## src/rtl/fifo_push_arbiter_pkg.sv

```systemverilog
// ---------------------------------------------------------------------------
// fifo_arb_pkg
// Shared types for the FIFO push-port arbiter.
//   arb_state_e : arbiter state (IDLE = free arbitration, LOCKED = owner holds
//                 the push port until its packet ends or the burst cap hits)
//   STAT_WIDTH  : width of the optional per-requester accepted-beat counters
// ---------------------------------------------------------------------------
package fifo_arb_pkg;

  typedef enum logic {
    IDLE   = 1'b0,
    LOCKED = 1'b1
  } arb_state_e;

  localparam int STAT_WIDTH = 16;

endpackage : fifo_arb_pkg

```

## src/rtl/fifo_push_arbiter_rr_pick.sv

```systemverilog
// ---------------------------------------------------------------------------
// rr_pick
// Combinational rotate-priority picker: returns the first set bit of `req`
// found by searching upward from `start`, wrapping modulo N.
// Ports:
//   req   [N]      : request vector
//   start [IW]     : index with highest priority this cycle (must be < N)
//   found          : at least one request is set
//   idx   [IW]     : winning index (0 when nothing is found)
// ---------------------------------------------------------------------------
module rr_pick #(
  parameter  int N  = 4,
  localparam int IW = $clog2(N)
) (
  input  logic [N-1:0]  req,
  input  logic [IW-1:0] start,
  output logic          found,
  output logic [IW-1:0] idx
);

  logic [IW-1:0] cand;

  // NOTE: every variable written here gets a default before any branch, so
  // no path leaves a value unassigned and no latch is inferred.
  always_comb begin
    found = 1'b0;
    idx   = '0;
    cand  = '0;
    for (int i = 0; i < N; i++) begin
      cand = IW'((int'(start) + i) % N);
      if (!found && req[cand]) begin
        found = 1'b1;
        idx   = cand;
      end
    end
  end

endmodule : rr_pick

```

## src/rtl/fifo_push_arbiter.sv

```systemverilog
// ---------------------------------------------------------------------------
// fifo_push_arbiter
// Shares the push port of one synchronous FIFO among NUM_REQ valid/ready
// producers. Round-robin between packets; a winner keeps the port until it
// sends `last` or has pushed MAX_BURST beats. Grant, ready and data are
// purely combinational (zero-latency accept, no data register).
//
// Ports:
//   clk, rst              : clock, asynchronous active-high reset
//   req_valid/last [N]    : producer has a beat / beat ends a packet
//   req_data [N][DW]      : producer beat data
//   req_ready [N]         : beat accepted this cycle (one-hot or zero)
//   fifo_full             : FIFO full flag
//   fifo_push             : FIFO push strobe
//   fifo_data_in [DW]     : FIFO write data (zero when not pushing)
//   locked                : arbiter is holding a grant for owner_idx
//   owner_idx [IW]        : current or most recent grant holder
//   grant_count [N][16]   : saturating accepted-beat counters; present only
//                           when FIFO_PUSH_ARB_STATS_EN is defined
// ---------------------------------------------------------------------------
module fifo_push_arbiter
  import fifo_arb_pkg::*;
#(
  parameter  int NUM_REQ    = 4,
  parameter  int DATA_WIDTH = 8,
  parameter  int MAX_BURST  = 4,
  localparam int IW         = $clog2(NUM_REQ),
  localparam int BW         = $clog2(MAX_BURST + 1)
) (
  input  logic                                clk,
  input  logic                                rst,
  input  logic [NUM_REQ-1:0]                  req_valid,
  input  logic [NUM_REQ-1:0][DATA_WIDTH-1:0]  req_data,
  input  logic [NUM_REQ-1:0]                  req_last,
  output logic [NUM_REQ-1:0]                  req_ready,
  input  logic                                fifo_full,
  output logic                                fifo_push,
  output logic [DATA_WIDTH-1:0]               fifo_data_in,
  output logic                                locked,
  output logic [IW-1:0]                       owner_idx
`ifdef FIFO_PUSH_ARB_STATS_EN
  ,
  output logic [NUM_REQ-1:0][STAT_WIDTH-1:0]  grant_count
`endif
);

  localparam bit SINGLE_BEAT = (MAX_BURST == 1);

  arb_state_e    state, state_nxt;
  logic [IW-1:0] rr_ptr, rr_nxt, owner_nxt;
  logic [BW-1:0] beat_cnt, beat_nxt;
  logic [IW-1:0] pick_idx, sel;
  logic          pick_found, sel_valid, burst_end;

  function automatic logic [IW-1:0] wrap_inc(input logic [IW-1:0] i);
    return (i == IW'(NUM_REQ - 1)) ? '0 : i + 1'b1;
  endfunction

  rr_pick #(.N(NUM_REQ)) u_pick (
    .req   (req_valid),
    .start (rr_ptr),
    .found (pick_found),
    .idx   (pick_idx)
  );

  assign locked    = (state == LOCKED);
  // The beat being accepted now is the MAX_BURST-th of this grant.
  assign burst_end = ((beat_cnt + 1'b1) == BW'(MAX_BURST));

  always_comb begin
    // While locked only the owner is eligible, even if it is idle.
    sel       = locked ? owner_idx : pick_idx;
    sel_valid = locked ? req_valid[owner_idx] : pick_found;
    // rst gates the push so outputs read as idle for the whole reset pulse.
    fifo_push = sel_valid && !fifo_full && !rst;

    req_ready    = '0;
    fifo_data_in = '0;
    state_nxt    = state;
    rr_nxt       = rr_ptr;
    owner_nxt    = owner_idx;
    beat_nxt     = beat_cnt;

    // Nothing moves unless a beat actually transfers; a full FIFO therefore
    // freezes the lock, including on what would be the final beat.
    if (fifo_push) begin
      req_ready    = NUM_REQ'(1) << sel;
      fifo_data_in = req_data[sel];
      unique case (state)
        IDLE: begin
          owner_nxt = sel;
          if (req_last[sel] || SINGLE_BEAT) begin
            rr_nxt = wrap_inc(sel);
          end else begin
            state_nxt = LOCKED;
            beat_nxt  = BW'(1);
          end
        end
        LOCKED: begin
          if (req_last[sel] || burst_end) begin
            state_nxt = IDLE;
            rr_nxt    = wrap_inc(sel);
            beat_nxt  = '0;
          end else begin
            beat_nxt = beat_cnt + 1'b1;
          end
        end
        default: ;
      endcase
    end
  end

  // NOTE: state registers use non-blocking assignments so every flop samples
  // the pre-edge value of every other flop, independent of block ordering.
  always_ff @(posedge clk or posedge rst) begin
    if (rst) begin
      state     <= IDLE;
      rr_ptr    <= '0;
      owner_idx <= '0;
      beat_cnt  <= '0;
    end else begin
      state     <= state_nxt;
      rr_ptr    <= rr_nxt;
      owner_idx <= owner_nxt;
      beat_cnt  <= beat_nxt;
    end
  end

`ifdef FIFO_PUSH_ARB_STATS_EN
  always_ff @(posedge clk or posedge rst) begin
    if (rst) begin
      grant_count <= '0;
    end else begin
      for (int i = 0; i < NUM_REQ; i++) begin
        if (req_ready[i] && grant_count[i] != '1) begin
          grant_count[i] <= grant_count[i] + 1'b1;
        end
      end
    end
  end
`endif

endmodule : fifo_push_arbiter

```

## config.mk

```make
export PLATFORM = sky130hd
export DESIGN_NAME = fifo_push_arbiter
export DESIGN_NICKNAME = d
export VERILOG_FILES = /design/src/rtl/fifo_push_arbiter_pkg.sv /design/src/rtl/fifo_push_arbiter_rr_pick.sv /design/src/rtl/fifo_push_arbiter.sv
export SDC_FILE = /design/constraint.sdc
export NUM_CORES = 1
export LEC_CHECK = 0
export BUFFER_PORTS_ARGS = -buffer_cell sky130_fd_sc_hd__buf_2
export CORE_ASPECT_RATIO = 1.25
export CORE_MARGIN = 1
export CORE_UTILIZATION = 43
export CTS_CLUSTER_DIAMETER = 30
export DETAILED_ROUTE_END_ITERATION = 7
export PLACE_DENSITY = 0.85
export SYNTH_ARGS = -nofsm -noshare
export SYNTH_HDL_FRONTEND = slang
export SYNTH_HIERARCHICAL = 1
export SYNTH_SLANG_ARGS = --single-unit
export TNS_END_PERCENT = 5
```

## constraint.sdc

```tcl
create_clock -name clk -period 2.9 [get_ports clk]
set_input_delay 0.435 -clock clk [delete_from_list [all_inputs] [get_ports clk]]
set_output_delay 0.435 -clock clk [all_outputs]
set_load 0.05 [all_outputs]
```

After elaboration in Yosys (flattened, before gate mapping)
Index checks and enable logic that the tools add are counted. W data, S select, Z words.

Register bits after elaboration: 8. Output and inout port bits: 16. Logic and storage cells: 72.

Add/subtract/negate cells: 5. Order comparisons: 6. Eq/ne operators: 5. Shifts and indexed selects: 1. Mux-type cells: 36. Bitwise operators: 1. Reduce and logical (&&, ||, !) cells: 14.

Operator list (count): $lt A2 B3 Y1 const B (6); $bmux W8 S2 (1); $mux W2 (8); $mux W8 (2); $mux W1 (13); $bmux W1 S2 (6); $mux W3 (2); $pmux W3 S2 (1); $logic_and A1 B1 Y1 (5); $logic_not A1 Y1 (5); $add A2 B1 Y2 const B (2); $add A2 B2 Y2 const B (2); $mux W4 (1); $ne A2 B2 Y1 const B (2); $pmux W2 S2 (1); $reduce_and A2 Y1 (2); $shl A1 B2 Y4 const A (1); $add A3 B1 Y3 const B (1); $eq A3 B3 Y1 const B (1); $reduce_and A3 Y1 (1); $eq A2 B2 Y1 const B (1); $ne A2 B1 Y1 const B (1); $pmux W1 S2 (1); $logic_or A1 B1 Y1 (1); $not A1 Y1 (1).

Depth between registers and ports, before layout
Depth after elaboration: 18. Mapped depth: 9. Gate-level depth less buffers: 8.

By module
The synthesis kept the hierarchy.

Modules (own cells, without submodules): fifo_push_arbiter (times used 1, cells each 82, area each 873.3 um^2, seq. area each 200.2 um^2); rr_pick (times used 1, cells each 15, area each 77.6 um^2, seq. area each 0.0 um^2).

Least setup slack after synthesis
No wires, ideal clock.

Path type: register to output. Start point: register owner_idx[0]. End point: output port fifo_data_in[0]. Arrival time: 2.188 ns. Path slack: 0.277 ns. Stages on the path, launching flop included: 7. Buffers on the path: 1. Cells stage by stage: dfrtp_1 -> mux2i_1 -> mux2_2 -> a21o_1 -> inv_2 -> buf_2 -> and2_1.

Longest elaborated chain between the ends: 6. Elaborated cells between the ends (all ways): 9. Those cells by class: 7 x mux; 2 x reduce/logical.

RTL lines: from (decl) (RTL line fifo_push_arbiter.sv:40) `output logic [IW-1:0] owner_idx`; from (signal assigned) (RTL line fifo_push_arbiter.sv:124) `owner_idx <= owner_nxt;`; $bmux W1 S2 (RTL line fifo_push_arbiter.sv:73) `sel_valid = locked ? req_valid[owner_idx] : pick_found;`; $mux W1 (implied by the code) (RTL line fifo_push_arbiter.sv:73); $mux W1 (RTL line fifo_push_arbiter.sv:73); $logic_and A1 B1 Y1 (2 in a row) (RTL line fifo_push_arbiter.sv:75) `fifo_push = sel_valid && !fifo_full && !rst;`; named net fifo_push (RTL line fifo_push_arbiter.sv:37) `output logic fifo_push,`; $mux W8 (RTL line fifo_push_arbiter.sv:86) `if (fifo_push) begin`; to (decl) (RTL line fifo_push_arbiter.sv:38) `output logic [DATA_WIDTH-1:0] fifo_data_in,`.

The timed path passes the listed nets, and every way through them passes these cells. The select of a mux whose other input is x is not followed.

Final worst setup path
Start point: register rr_ptr[0]. End point: output port fifo_data_in[2].

Longest elaborated chain between the ends: 16. Elaborated cells between the ends (all ways): 32. Those cells by class: 3 x add/sub; 21 x mux; 8 x reduce/logical.

RTL lines: from (decl) (RTL line fifo_push_arbiter.sv:50) `logic [IW-1:0] rr_ptr, rr_nxt, owner_nxt;`; from (signal assigned) (RTL line fifo_push_arbiter.sv:123) `rr_ptr <= rr_nxt;`; parallel branches: the longest is 11 deep, another holds $add A2 B1 Y2; $mux W2 (*) (RTL line fifo_push_arbiter_rr_pick.sv:31) `if (!found && req[cand]) begin`; named net pick_idx[0] (RTL line fifo_push_arbiter.sv:52) `logic [IW-1:0] pick_idx, sel;`; $mux W2 (*) (RTL line fifo_push_arbiter.sv:72) `sel = locked ? owner_idx : pick_idx;`; $bmux W8 S2 (*) (RTL line fifo_push_arbiter.sv:88) `fifo_data_in = req_data[sel];`; $mux W8 (implied by the code) (*) (RTL line fifo_push_arbiter.sv:88); $mux W8 (*) (RTL line fifo_push_arbiter.sv:86).

Mark *: on every way through the listed nets, which the timed path passes. The select of a mux whose other input is x is not followed.

==> results.json <==
{
  "dieArea_mm2": 0.00240,
  "power_density_mw_per_mm2": 951,
  "post-route-period-util_pct": 96.3,
  "reg2reg_setup_slack_ns": 0.41,
  "gr-usage-all-layers_pct": 20.6,
  "setup_viol": 0,
  "synthesis.area_um2": 951,
  "violations": "DRC",
  "antenna_found_initial": 0,
  "worst_slew_pin_slew_ns": 0.480,
  "ir_drop_mv": 0.501,
  "register_area_um2": 200,
  "worstPathArrival_ns": 2.36,
  "drt_iter0_markers": 49,
  "skew_ns": 0.00998,
  "wl_per_cell_um": 14.1,
  "cts_tree": "built",
  "hold_viol": 0,
  "vias_per_cell": 5.66,
  "fin_crit_ns": 2.79,
  "ys_ff_latch": 8,
  "cp-end-kind": "output port",
  "core-area_mm2": 0.00203,
  "synth.most_common_cell": "and2_1",
  "antenna_cells": 0,
  "slew_violations": 0,
  "fin_tns_setup_ns": 0,
  "grt_pass1_vias": 926,
  "worstSetupPathType": "flop to output port",
  "yosys_warnings": 6,
  "grt_first_pass_wirelength_um": 3570,
  "cp_max_fo": 11,
  "synth-seq-area-share_pct": 21.1,
  "status": "finished, violations left",
  "fmax_ghz": 0.358,
  "fp.dieH_um": 54.6,
  "power_leakage_nw": 0.706,
  "synthesis.nets": 146,
  "hp-class": "primary input to asynchronous set/reset pin",
  "place_ws_ns": 0.194,
  "drt-pass1-iter-count": 8,
  "clock_sinks": 8,
  "cap_violations": 0,
  "numCtsBuffers": 3,
  "clock_latency_ns": 0.27,
  "dpl.hpwl_um": 2010,
  "slew_headroom_pct": 67.3,
  "grt_max_degree": 17,
  "layout_setup_ws_ns": 0.108,
  "cts-hold-fix-buffers": 0,
  "path_clk_slew_ns": 0.06,
  "syn_area_per_cell_um2": 9.80,
  "vias": 1002,
  "nFillCells": 169,
  "overflow": 0,
  "initial_core_util_pct": 46.9,
  "place_congestion": 0.827,
  "async_reset_ff_share_pct": 100,
  "antenna_left": 0,
  "area_growth_pct": 38.0,
  "synth_top_area_share_pct": 21.1,
  "multi_input_area_um2": 698,
  "io_pins": 59,
  "cts_max_level": 1,
  "rows": 18,
  "drive_gt1_share_pct": 53.5,
  "crit_path_start_kind": "flop",
  "die_w_um": 44.1,
  "yosys-top-cells-count": "and2_1 (12), inv_1 (9)",
  "synthTopCellsByArea": "dfrtp_1 (21%), mux4_2 (19%), and2_1 (7.9%), ha_1 (7.9%), mux2i_1 (6.3%)",
  "grt_setup_unrepaired": "no",
  "ctsRootBufferMaster": "clkbuf_4",
  "synthCells": 97,
  "clk_path_buf_depth": 2,
  "synth-edff-count": 0,
  "required_ns": 2.47,
  "synth_flop_cell": "dfrtp_1",
  "routed_wl_um": 2500,
  "drc_errors": 9,
  "ys_types": 28,
  "synth.largest_area_cell": "dfrtp_1",
  "io_buffer_count": 58,
  "nNetsFinal": 208
}
## flip-flops by register name (all words and copies together) (netlist names)
name	flops
beat_cnt	3
locked	1
owner_idx	2
rr_ptr	2
## cells by family after synthesis
group                    synth area share (%)
adder cells (fa/ha/maj)                  7.89
flip-flops                               21.1
buffers and inverters                    7.24
AND/OR/NAND/NOR                          13.7
multiplexers                             35.4
AO/OA/AOI/OAI                            14.7
## repair_timing
action	in CTS	in global routing
endpoints found under the setup margin	0	8
resized for setup	0	2
buffers inserted	0	0
## critical path: stages (launching register included)
cell	delay, ns
dfrtp_1	0.42
inv_2	0.06
a221o_1	0.34
a21oi_2	0.21
mux2i_4	0.12
buf_12	0.17
mux4_2	0.41
and2_1	0.16
buf_2	0.20
## worst paths after layout
kind / startpoint / endpoint / cells after the start
max reg2reg: rr_ptr[0]$_DFFE_PP0P_ / rr_ptr[0]$_DFFE_PP0P_ / 8
min: rst / owner_idx[1]$_DFFE_PP0P_ / 2
min in group clk: beat_cnt[2]$_DFFE_PP0P_ / beat_cnt[2]$_DFFE_PP0P_ / 2
min reg2reg: beat_cnt[2]$_DFFE_PP0P_ / beat_cnt[2]$_DFFE_PP0P_ / 2
max: rr_ptr[0]$_DFFE_PP0P_ / fifo_data_in[2] / 8
max in group asynchronous: rst / rr_ptr[1]$_DFFE_PP0P_ / 2
## metal layers
layer,track usage [%],share of wire (%)
met3,4.95,11
met1,17.9,36
met2,42.2,50
met4,11.1,3.0
met5,0,0
## layout by cell type, fill, tap and decap left out, types with 2 or more instances in the layout
| cell | synthesis | final |
|---|---|---|
| mux4_2 | 8 | 8 |
| buf_2 | 1 | 58 |
| and2_1 | 12 | 12 |
| nor2_1 | 7 | 7 |
| clkbuf_4 | 0 | 3 |
| mux2_2 | 4 | 4 |
| dfrtp_1 | 8 | 8 |
| mux2i_4 | 1 | 2 |
| inv_1 | 9 | 9 |
| nor2b_1 | 2 | 2 |
| inv_2 | 2 | 2 |
| o21ai_0 | 8 | 8 |
| a21oi_1 | 8 | 7 |
| ha_1 | 6 | 6 |
| mux2i_1 | 6 | 5 |
| nand3_1 | 2 | 2 |
| buf_4 | 1 | 2 |
## report_power, final
part	internal (mW)	leakage (nW)	total, mW	switching, mW
clock network	0.0477	0.0138	0.0916	0.0438
logic	0.415	0.599	0.919	0.504
registers	0.163	0.0925	0.237	0.0747
## cell type report
| cell class | instances | share of cell area (%) |
|---|---|---|
| clock buffers | 3 | 1.72 |
| inverters | 11 | 3.15 |
| multi-input cells | 74 | 53.2 |
| flip-flops and latches | 8 | 15.3 |
| well taps | 20 | 1.91 |
| repair buffers | 61 | 24.8 |
## through the flow
| stage | hold slack (ns) | cell area, um2 | power, mW | util [%] | cells |
|---|---|---|---|---|---|
| after floorplan | 0.251 | 951 | 0.919 | - | 97 |
| after global placement | 0.399 | 1280 | 1.10 | 63.0 | 174 |
| after detailed placement | 0.406 | 1280 | 1.13 | 63.0 | 174 |
| after CTS | 0.117 | 1300 | 1.23 | 64.1 | 177 |
| after global routing | 0.134 | 1310 | 1.33 | 64.8 | 177 |
| final | 0.110 | 1310 | 1.25 | 64.8 | 177 |
No activity file was read; power rests on OpenSTA's default activity.
